`config.mk`:
```
export PLATFORM = sky130hd
export DESIGN_NAME = pipe_hazard_fwd
export DESIGN_NICKNAME = d
export VERILOG_FILES = /design/src/rtl/pipe_hazard_fwd_pkg.sv /design/src/rtl/pipe_hazard_fwd_match.sv /design/src/rtl/pipe_hazard_fwd.sv
export SDC_FILE = /design/constraint.sdc
export NUM_CORES = 1
export LEC_CHECK = 0
export ABC_AREA = 1
export CAP_MARGIN = 5
export CORE_MARGIN = 10
export CORE_UTILIZATION = 47
export CTS_BUF_LIST = sky130_fd_sc_hd__clkbuf_8 sky130_fd_sc_hd__clkbuf_16
export DETAILED_ROUTE_END_ITERATION = 6
export PLACE_DENSITY = 0.83
export RECOVER_POWER = 100
export SETUP_SLACK_MARGIN = 0.4
export SLEW_MARGIN = 30
export SYNTH_ARGS = -nofsm -noshare
export SYNTH_HDL_FRONTEND = slang
export SYNTH_HIERARCHICAL = 1
export SYNTH_SLANG_ARGS = --single-unit
export TNS_END_PERCENT = 5
```
`constraint.sdc`:
```
create_clock -name clk -period 3.3 [get_ports clk]
set_input_delay 0.99 -clock clk [delete_from_list [all_inputs] [get_ports clk]]
set_output_delay 0.99 -clock clk [all_outputs]
set_load 0.01 [all_outputs]
```
`src/rtl/pipe_hazard_fwd_pkg.sv`:
```
// Shared constants and helpers for the hazard-detection / forwarding controller.
package pipe_hazard_fwd_pkg;
   localparam int unsigned DATA_W_DEF = 16;
   localparam int unsigned NREG_DEF   = 16;
   localparam int unsigned NSRC_DEF   = 3;
   localparam int unsigned NDST_DEF   = 2;
   localparam int unsigned NSLOT_DEF  = 3;
   localparam int unsigned CNT_W_DEF  = 16;

   // Result-producing slot encodings for id_res_stage.
   localparam int unsigned RES_ALU  = 0;
   localparam int unsigned RES_LOAD = 1;

   // Index width that stays at least one bit for degenerate sizes.
   function automatic int unsigned idx_w(input int unsigned n);
      return (n > 1) ? $clog2(n) : 1;
   endfunction
endpackage

```
`src/rtl/pipe_hazard_fwd_match.sv`:
```
// Priority search for one source operand over all in-flight slots.
// Youngest slot (lowest index) wins, then lowest destination index within the slot.
module pipe_hazard_fwd_match
   import pipe_hazard_fwd_pkg::*;
#(
   parameter int unsigned DATA_W = DATA_W_DEF,
   parameter int unsigned AW     = 4,
   parameter int unsigned NDST   = NDST_DEF,
   parameter int unsigned NSLOT  = NSLOT_DEF
) (
   input  logic [AW-1:0]                           src_addr,
   input  logic                                    src_used,
   input  logic [NSLOT-1:0]                        slot_valid,
   input  logic [NSLOT-1:0][NDST-1:0][AW-1:0]      slot_dst_addr,
   input  logic [NSLOT-1:0][NDST-1:0]              slot_dst_en,
   input  logic [NSLOT-1:0]                        slot_avail,
   input  logic [NSLOT-1:0][NDST-1:0][DATA_W-1:0]  slot_data,
   output logic                                    hit,
   output logic                                    avail,
   output logic [DATA_W-1:0]                       data
);

   // Scan oldest-to-youngest so the last assignment is the highest-priority match.
   always_comb begin
      hit   = 1'b0;
      avail = 1'b0;
      data  = '0;
      for (int k = NSLOT - 1; k >= 0; k--) begin
         for (int j = NDST - 1; j >= 0; j--) begin
            if (src_used && slot_valid[k] && slot_dst_en[k][j] &&
                (slot_dst_addr[k][j] == src_addr)) begin
               hit   = 1'b1;
               avail = slot_avail[k];
               data  = slot_data[k][j];
            end
         end
      end
   end

endmodule

```
`src/rtl/pipe_hazard_fwd.sv`:
```
// Hazard detection and operand forwarding with a shift-register scoreboard from EX to WB.
// Also drives register-file writeback from the last slot and counts stall cycles.
module pipe_hazard_fwd
   import pipe_hazard_fwd_pkg::*;
#(
   parameter  int unsigned DATA_W = DATA_W_DEF,
   parameter  int unsigned NREG   = NREG_DEF,
   parameter  int unsigned NSRC   = NSRC_DEF,
   parameter  int unsigned NDST   = NDST_DEF,
   parameter  int unsigned NSLOT  = NSLOT_DEF,
   parameter  int unsigned CNT_W  = CNT_W_DEF,
   localparam int unsigned AW     = idx_w(NREG),
   localparam int unsigned SW     = idx_w(NSLOT)
) (
   input  logic                          clk,
   input  logic                          rst,
   input  logic                          id_valid,
   input  logic                          flush,
   input  logic [NSRC*AW-1:0]            id_src_addr,
   input  logic [NSRC-1:0]               id_src_used,
   input  logic [NDST*AW-1:0]            id_dst_addr,
   input  logic [NDST-1:0]               id_dst_en,
   input  logic [SW-1:0]                 id_res_stage,
   input  logic [NSLOT*NDST*DATA_W-1:0]  res_data,
   output logic                          stall,
   output logic [NSRC-1:0]               fwd_sel,
   output logic [NSRC*DATA_W-1:0]        fwd_data,
   output logic [NDST-1:0]               wb_en,
   output logic [NDST*AW-1:0]            wb_addr,
   output logic [NDST*DATA_W-1:0]        wb_data,
   output logic [CNT_W-1:0]              stall_cnt
);

   logic [NSLOT-1:0]                        valid_q, valid_d, rdy_q, rdy_d;
   logic [NSLOT-1:0][NDST-1:0][AW-1:0]      dst_addr_q, dst_addr_d;
   logic [NSLOT-1:0][NDST-1:0]              dst_en_q, dst_en_d;
   logic [NSLOT-1:0][SW-1:0]                res_stage_q, res_stage_d;
   logic [NSLOT-1:0][NDST-1:0][DATA_W-1:0]  data_q, data_d;
   logic [CNT_W-1:0]                        stall_cnt_q, stall_cnt_d;

   logic [NSLOT-1:0][NDST-1:0][DATA_W-1:0]  res_data_a;
   logic [NSLOT-1:0]                        stage_here, slot_avail;
   logic [NSLOT-1:0][NDST-1:0][DATA_W-1:0]  avail_data;
   logic [NSRC-1:0]                         m_hit, m_avail, hazard;
   logic [NSRC-1:0][DATA_W-1:0]             m_data;
   logic [SW-1:0]                           id_stage_clamped;
   logic                                    issue;

   assign res_data_a = res_data;

   assign id_stage_clamped = ({1'b0, id_res_stage} < (SW+1)'(NSLOT)) ? id_res_stage
                                                                    : SW'(NSLOT - 1);

   // Invalid slots contribute nothing, so bubbles never pick up stray res_data.
   always_comb begin
      stage_here = '0;
      slot_avail = '0;
      avail_data = '0;
      for (int k = 0; k < NSLOT; k++) begin
         stage_here[k] = (res_stage_q[k] == SW'(k));
         slot_avail[k] = valid_q[k] & (rdy_q[k] | stage_here[k]);
         for (int j = 0; j < NDST; j++) begin
            if (valid_q[k])
               avail_data[k][j] = stage_here[k] ? res_data_a[k][j] : data_q[k][j];
         end
      end
   end

   for (genvar i = 0; i < NSRC; i++) begin : g_match
      pipe_hazard_fwd_match #(
         .DATA_W (DATA_W),
         .AW     (AW),
         .NDST   (NDST),
         .NSLOT  (NSLOT)
      ) u_match (
         .src_addr      (id_src_addr[i*AW +: AW]),
         .src_used      (id_src_used[i]),
         .slot_valid    (valid_q),
         .slot_dst_addr (dst_addr_q),
         .slot_dst_en   (dst_en_q),
         .slot_avail    (slot_avail),
         .slot_data     (avail_data),
         .hit           (m_hit[i]),
         .avail         (m_avail[i]),
         .data          (m_data[i])
      );
   end

   always_comb begin
      fwd_sel  = '0;
      fwd_data = '0;
      hazard   = '0;
      for (int i = 0; i < NSRC; i++) begin
         fwd_sel[i] = m_hit[i] & m_avail[i];
         hazard[i]  = m_hit[i] & ~m_avail[i];
         if (fwd_sel[i])
            fwd_data[i*DATA_W +: DATA_W] = m_data[i];
      end
   end

   // flush overrides a hazard: no stall, and the killed instruction becomes a bubble.
   assign stall = id_valid & ~flush & (|hazard);
   assign issue = id_valid & ~flush & ~stall;

   always_comb begin
      valid_d     = '0;
      rdy_d       = '0;
      dst_addr_d  = '0;
      dst_en_d    = '0;
      res_stage_d = '0;
      data_d      = '0;
      if (issue) begin
         valid_d[0]     = 1'b1;
         dst_addr_d[0]  = id_dst_addr;
         dst_en_d[0]    = id_dst_en;
         res_stage_d[0] = id_stage_clamped;
      end
      for (int k = 1; k < NSLOT; k++) begin
         valid_d[k]     = valid_q[k-1];
         dst_addr_d[k]  = dst_addr_q[k-1];
         dst_en_d[k]    = dst_en_q[k-1];
         res_stage_d[k] = res_stage_q[k-1];
         rdy_d[k]       = slot_avail[k-1];
         data_d[k]      = avail_data[k-1];
      end
   end

   assign stall_cnt_d = (stall && !(&stall_cnt_q)) ? stall_cnt_q + CNT_W'(1) : stall_cnt_q;

   always_ff @(posedge clk or negedge rst) begin
      if (!rst) begin
         valid_q     <= '0;
         rdy_q       <= '0;
         dst_addr_q  <= '0;
         dst_en_q    <= '0;
         res_stage_q <= '0;
         data_q      <= '0;
         stall_cnt_q <= '0;
      end else begin
         valid_q     <= valid_d;
         rdy_q       <= rdy_d;
         dst_addr_q  <= dst_addr_d;
         dst_en_q    <= dst_en_d;
         res_stage_q <= res_stage_d;
         data_q      <= data_d;
         stall_cnt_q <= stall_cnt_d;
      end
   end

   assign wb_en     = {NDST{valid_q[NSLOT-1]}} & dst_en_q[NSLOT-1];
   assign wb_addr   = dst_addr_q[NSLOT-1];
   assign wb_data   = avail_data[NSLOT-1];
   assign stall_cnt = stall_cnt_q;

   a_res_stage_legal: assert property (@(posedge clk) disable iff (!rst)
      id_valid |-> ({1'b0, id_res_stage} < (SW+1)'(NSLOT)));

endmodule
```
==> qor.yml <==
crit_cells: 15
path_class: "input pin to output port"
ys_warn_count: 6
ir_worst_vdd_mv: 0.375
p_comb_frac: 0.200
crit_path_end: "fwd_data[3]"
worstSetupStartpointType: "input pin"
worst_path_max_delay_cell: "a21oi_2"
cts.path.max_buffers: 2
grt_pass1_vias: 12600
setup_violations: 52
synth_nets: 1837
grt_usage: 0.314
clockPowerShare: 0.424
synth_edf_count: 0
synthArstFlopShare: 1.00
synth_cell_types: 40
cp_max_fo: 8
dieArea_um2: 29300
die_h_um: 171
p_int_mw: 3.01
synth_top_area_share: 0.282
setup_ws_ns: -0.591
hold_viol: 0
grt_max_degree: 122
syn-cell-area_um2: 10800
rsz0062_at_grt: "yes"
timing.hold.ws_ns: 0.379
cpLargestDelayFamily: "buffers and inverters"
cts_root_buf: "clkbuf_16"
cp.required_ns: 2.31
vias: 13500
timing.slew.headroom: -0.161
hold_class: "flop to flop"
timing.rr.start: "wb_addr[4]"
utilization: 0.749
core_area_um2: 22600
htreeDepth: 4
antenna_found_initial: 4
yosysMostFrequentCell: "nand2_1"
ys_top_cells_by_count: "nand2_1 (472), nor2_1 (391), inv_1 (177)"
initial_utilization: 0.476
crit_path_end_kind: "output port"
slew_violations: 122
hold_buffers: 0
drive_gt1_frac: 0.337
worst_pin_slew_ns: 1.74
firstDrtPassIters: 7
cpMostUsedCell: "buf_6"
r2r_end: "stall_cnt[13]"
ff2ff_path_depth: 19
yosysSeqAreaShare: 0.282
gr-total-overflow: 0
routedWlPerCell_um: 20.2
ys_ff_latch: 121
cp-startpoint: "id_src_addr[0]"
clock.fmax_mhz: 257
clkTransAtPathRegs_ns: 0.06
wl_um: 49100
place_area_um2: 14900
worstPathArrival_ns: 2.90
swShare: 0.307
outcome: "finished, violations left"
finClkSkew_ns: 0.0130
power_frac_seq: 0.376
numCtsBuffers: 17
violations: "design-rule violations, max-capacitance violations, max-slew violations, negative setup slack"
path_buf_inv: 7
fillers: 1646
portBuffers: 236
postSynthCellCount: 1709
cap_violations: 1
period_needed_ns: 3.89
io_pins: 237
viasPerCell: 5.53
drt_iter0_markers: 2058
worstPathCellList: "buf_6 > buf_8 > buf_6 > buf_6 > xor2_2 > a21oi_2 > nand3_2 > nand2_4 > a21oi_2 > a21oi_2 > buf_4 > nand2_8 > buf_16 > nor2_4 > buf_6"
area.growth.synth_to_final_pct: 57.1
p_sw_mw: 1.33
drtAntennaViolNets: 0
cts.sinks: 121
fp.dieW_um: 171
fin_crit_sh: 1.18
power_density_nw_per_um2: 257
place_ws_ns: -1.35
clock_latency_ns: 0.43
place.detailed.hpwl_um: 34100
yosys.area.top_type: "dfrtp_1"
drc: 26
ys.flop_type: "dfrtp_1"
final_nets: 2258
leakage_nw: 8.66
avgSynthCellArea_um2: 6.29
slowest_delay_ns: 0.18
dp_cells: 2338
grt_pass1_wl_um: 71500
synthTopCellsByArea: "dfrtp_1 (28%), nand2_1 (16%), nor2_1 (14%)"
finalNonFillerCells: 2432
fin_area_um2: 16900
gp_congestion: 1.01
cts_tree: "yes"
rows: 55
reg2reg_setup_slack_ns: 0.26
==> cells in the final DEF, fill, tap and decap left out, types with 12 or more instances in the layout <==
cell and instances:
nand2_1 432, nor2_1 294, buf_4 160, inv_1 151, dfrtp_1 121, buf_6 96
nor2_4 71, clkdlybuf4s50_1 67, a21oi_1 58, nor2_2 53, o21ai_0 49, nand2_2 48
nand3_2 45, dlygate4sd3_1 42, buf_12 34, inv_2 32, or2_1 30, a22oi_1 30
nand3_1 27, buf_2 25, clkbuf_4 23, nand4_1 19, nand2_4 18, clkbuf_16 18
clkbuf_1 18, o21ai_1 16, dlymetal6s2s_1 16, xor2_1 13, or2_2 12
==> metrics by stage <==
stage	TNS (ns)	power, mW
after detailed placement	-79.36	2.46
after global placement	-74.00	2.44
after CTS	-22.58	4.31
after global routing	-28.76	4.50
final	-26.11	4.35
after floorplan	-2.88	1.99
==> state kept, by name, indices dropped and copies added, names as in the netlist <==
signal	count
data_q	64
dst_addr_d	16
stall_cnt	16
valid_q	3
dst_en_d	4
wb_addr	8
res_stage_d	4
rdy_q	2
dst_en_q	2
res_stage_q	2
==> how the worst min path moves through the flow <==
stage	startpoint	end	slack [ns]	cells after the start
final	res_stage_d[4]	res_stage_q[4]	0.38	0
after global routing	res_stage_d[2]	res_stage_d[4]	0.39	0
after CTS	res_stage_d[5]	res_stage_q[5]	0.38	0
after detailed placement	res_stage_d[5]	res_stage_q[5]	0.36	0
after global placement	res_stage_d[5]	res_stage_q[5]	0.36	0
after floorplan	res_stage_d[4]	res_stage_q[4]	0.35	0
==> cells by family after synthesis <==
| logic type | Yosys count | synth area share |
|---|---|---|
| compound gates | 174 | 0.0947 |
| xor+xnor | 32 | 0.0282 |
| fa+ha+maj | 1 | 0.00116 |
| buf+inv | 304 | 0.147 |
| flops | 121 | 0.282 |
| simple gates | 1077 | 0.448 |
==> power by group through the flow <==
stage	sequential, mW	combinational [mW]	clock (mW)
6_report	1.63	0.867	1.84
5_1_grt	1.64	0.930	1.93
4_1_cts	1.63	0.838	1.84
3_5_place_dp	1.65	0.805	0
3_3_place_gp	1.65	0.787	0
2_1_floorplan	1.65	0.347	0
==> area by class of cell <==
class                   instances  area [µm²]  share of cell area
multi-input cells            1286        7080               0.419
repair buffers                507        5060               0.299
flip-flops and latches        121        3030               0.179
inverters                     197         792              0.0469
clock buffers                  17         425              0.0252
well taps                     285         357              0.0211
clock inverters                15         145             0.00859
diodes                          4        10.0            0.000592
==> layer usage <==
| metal | GRT usage | routed length, µm |
|---|---|---|
| met3 | 0.0953 | 6420 |
| met1 | 0.411 | 18500 |
| met4 | 0.107 | 2240 |
| met2 | 0.483 | 21800 |
| met5 | 0 | 33 |
==> timing repair <==
item / CTS / global route
setup buffers: 39 / 7
pin swaps: 94 / 85
resized for setup: 507 / 184
gates cloned: 11 / 1
setup endpoints to repair: 113 / 100
(Power assumes the default switching activity.)
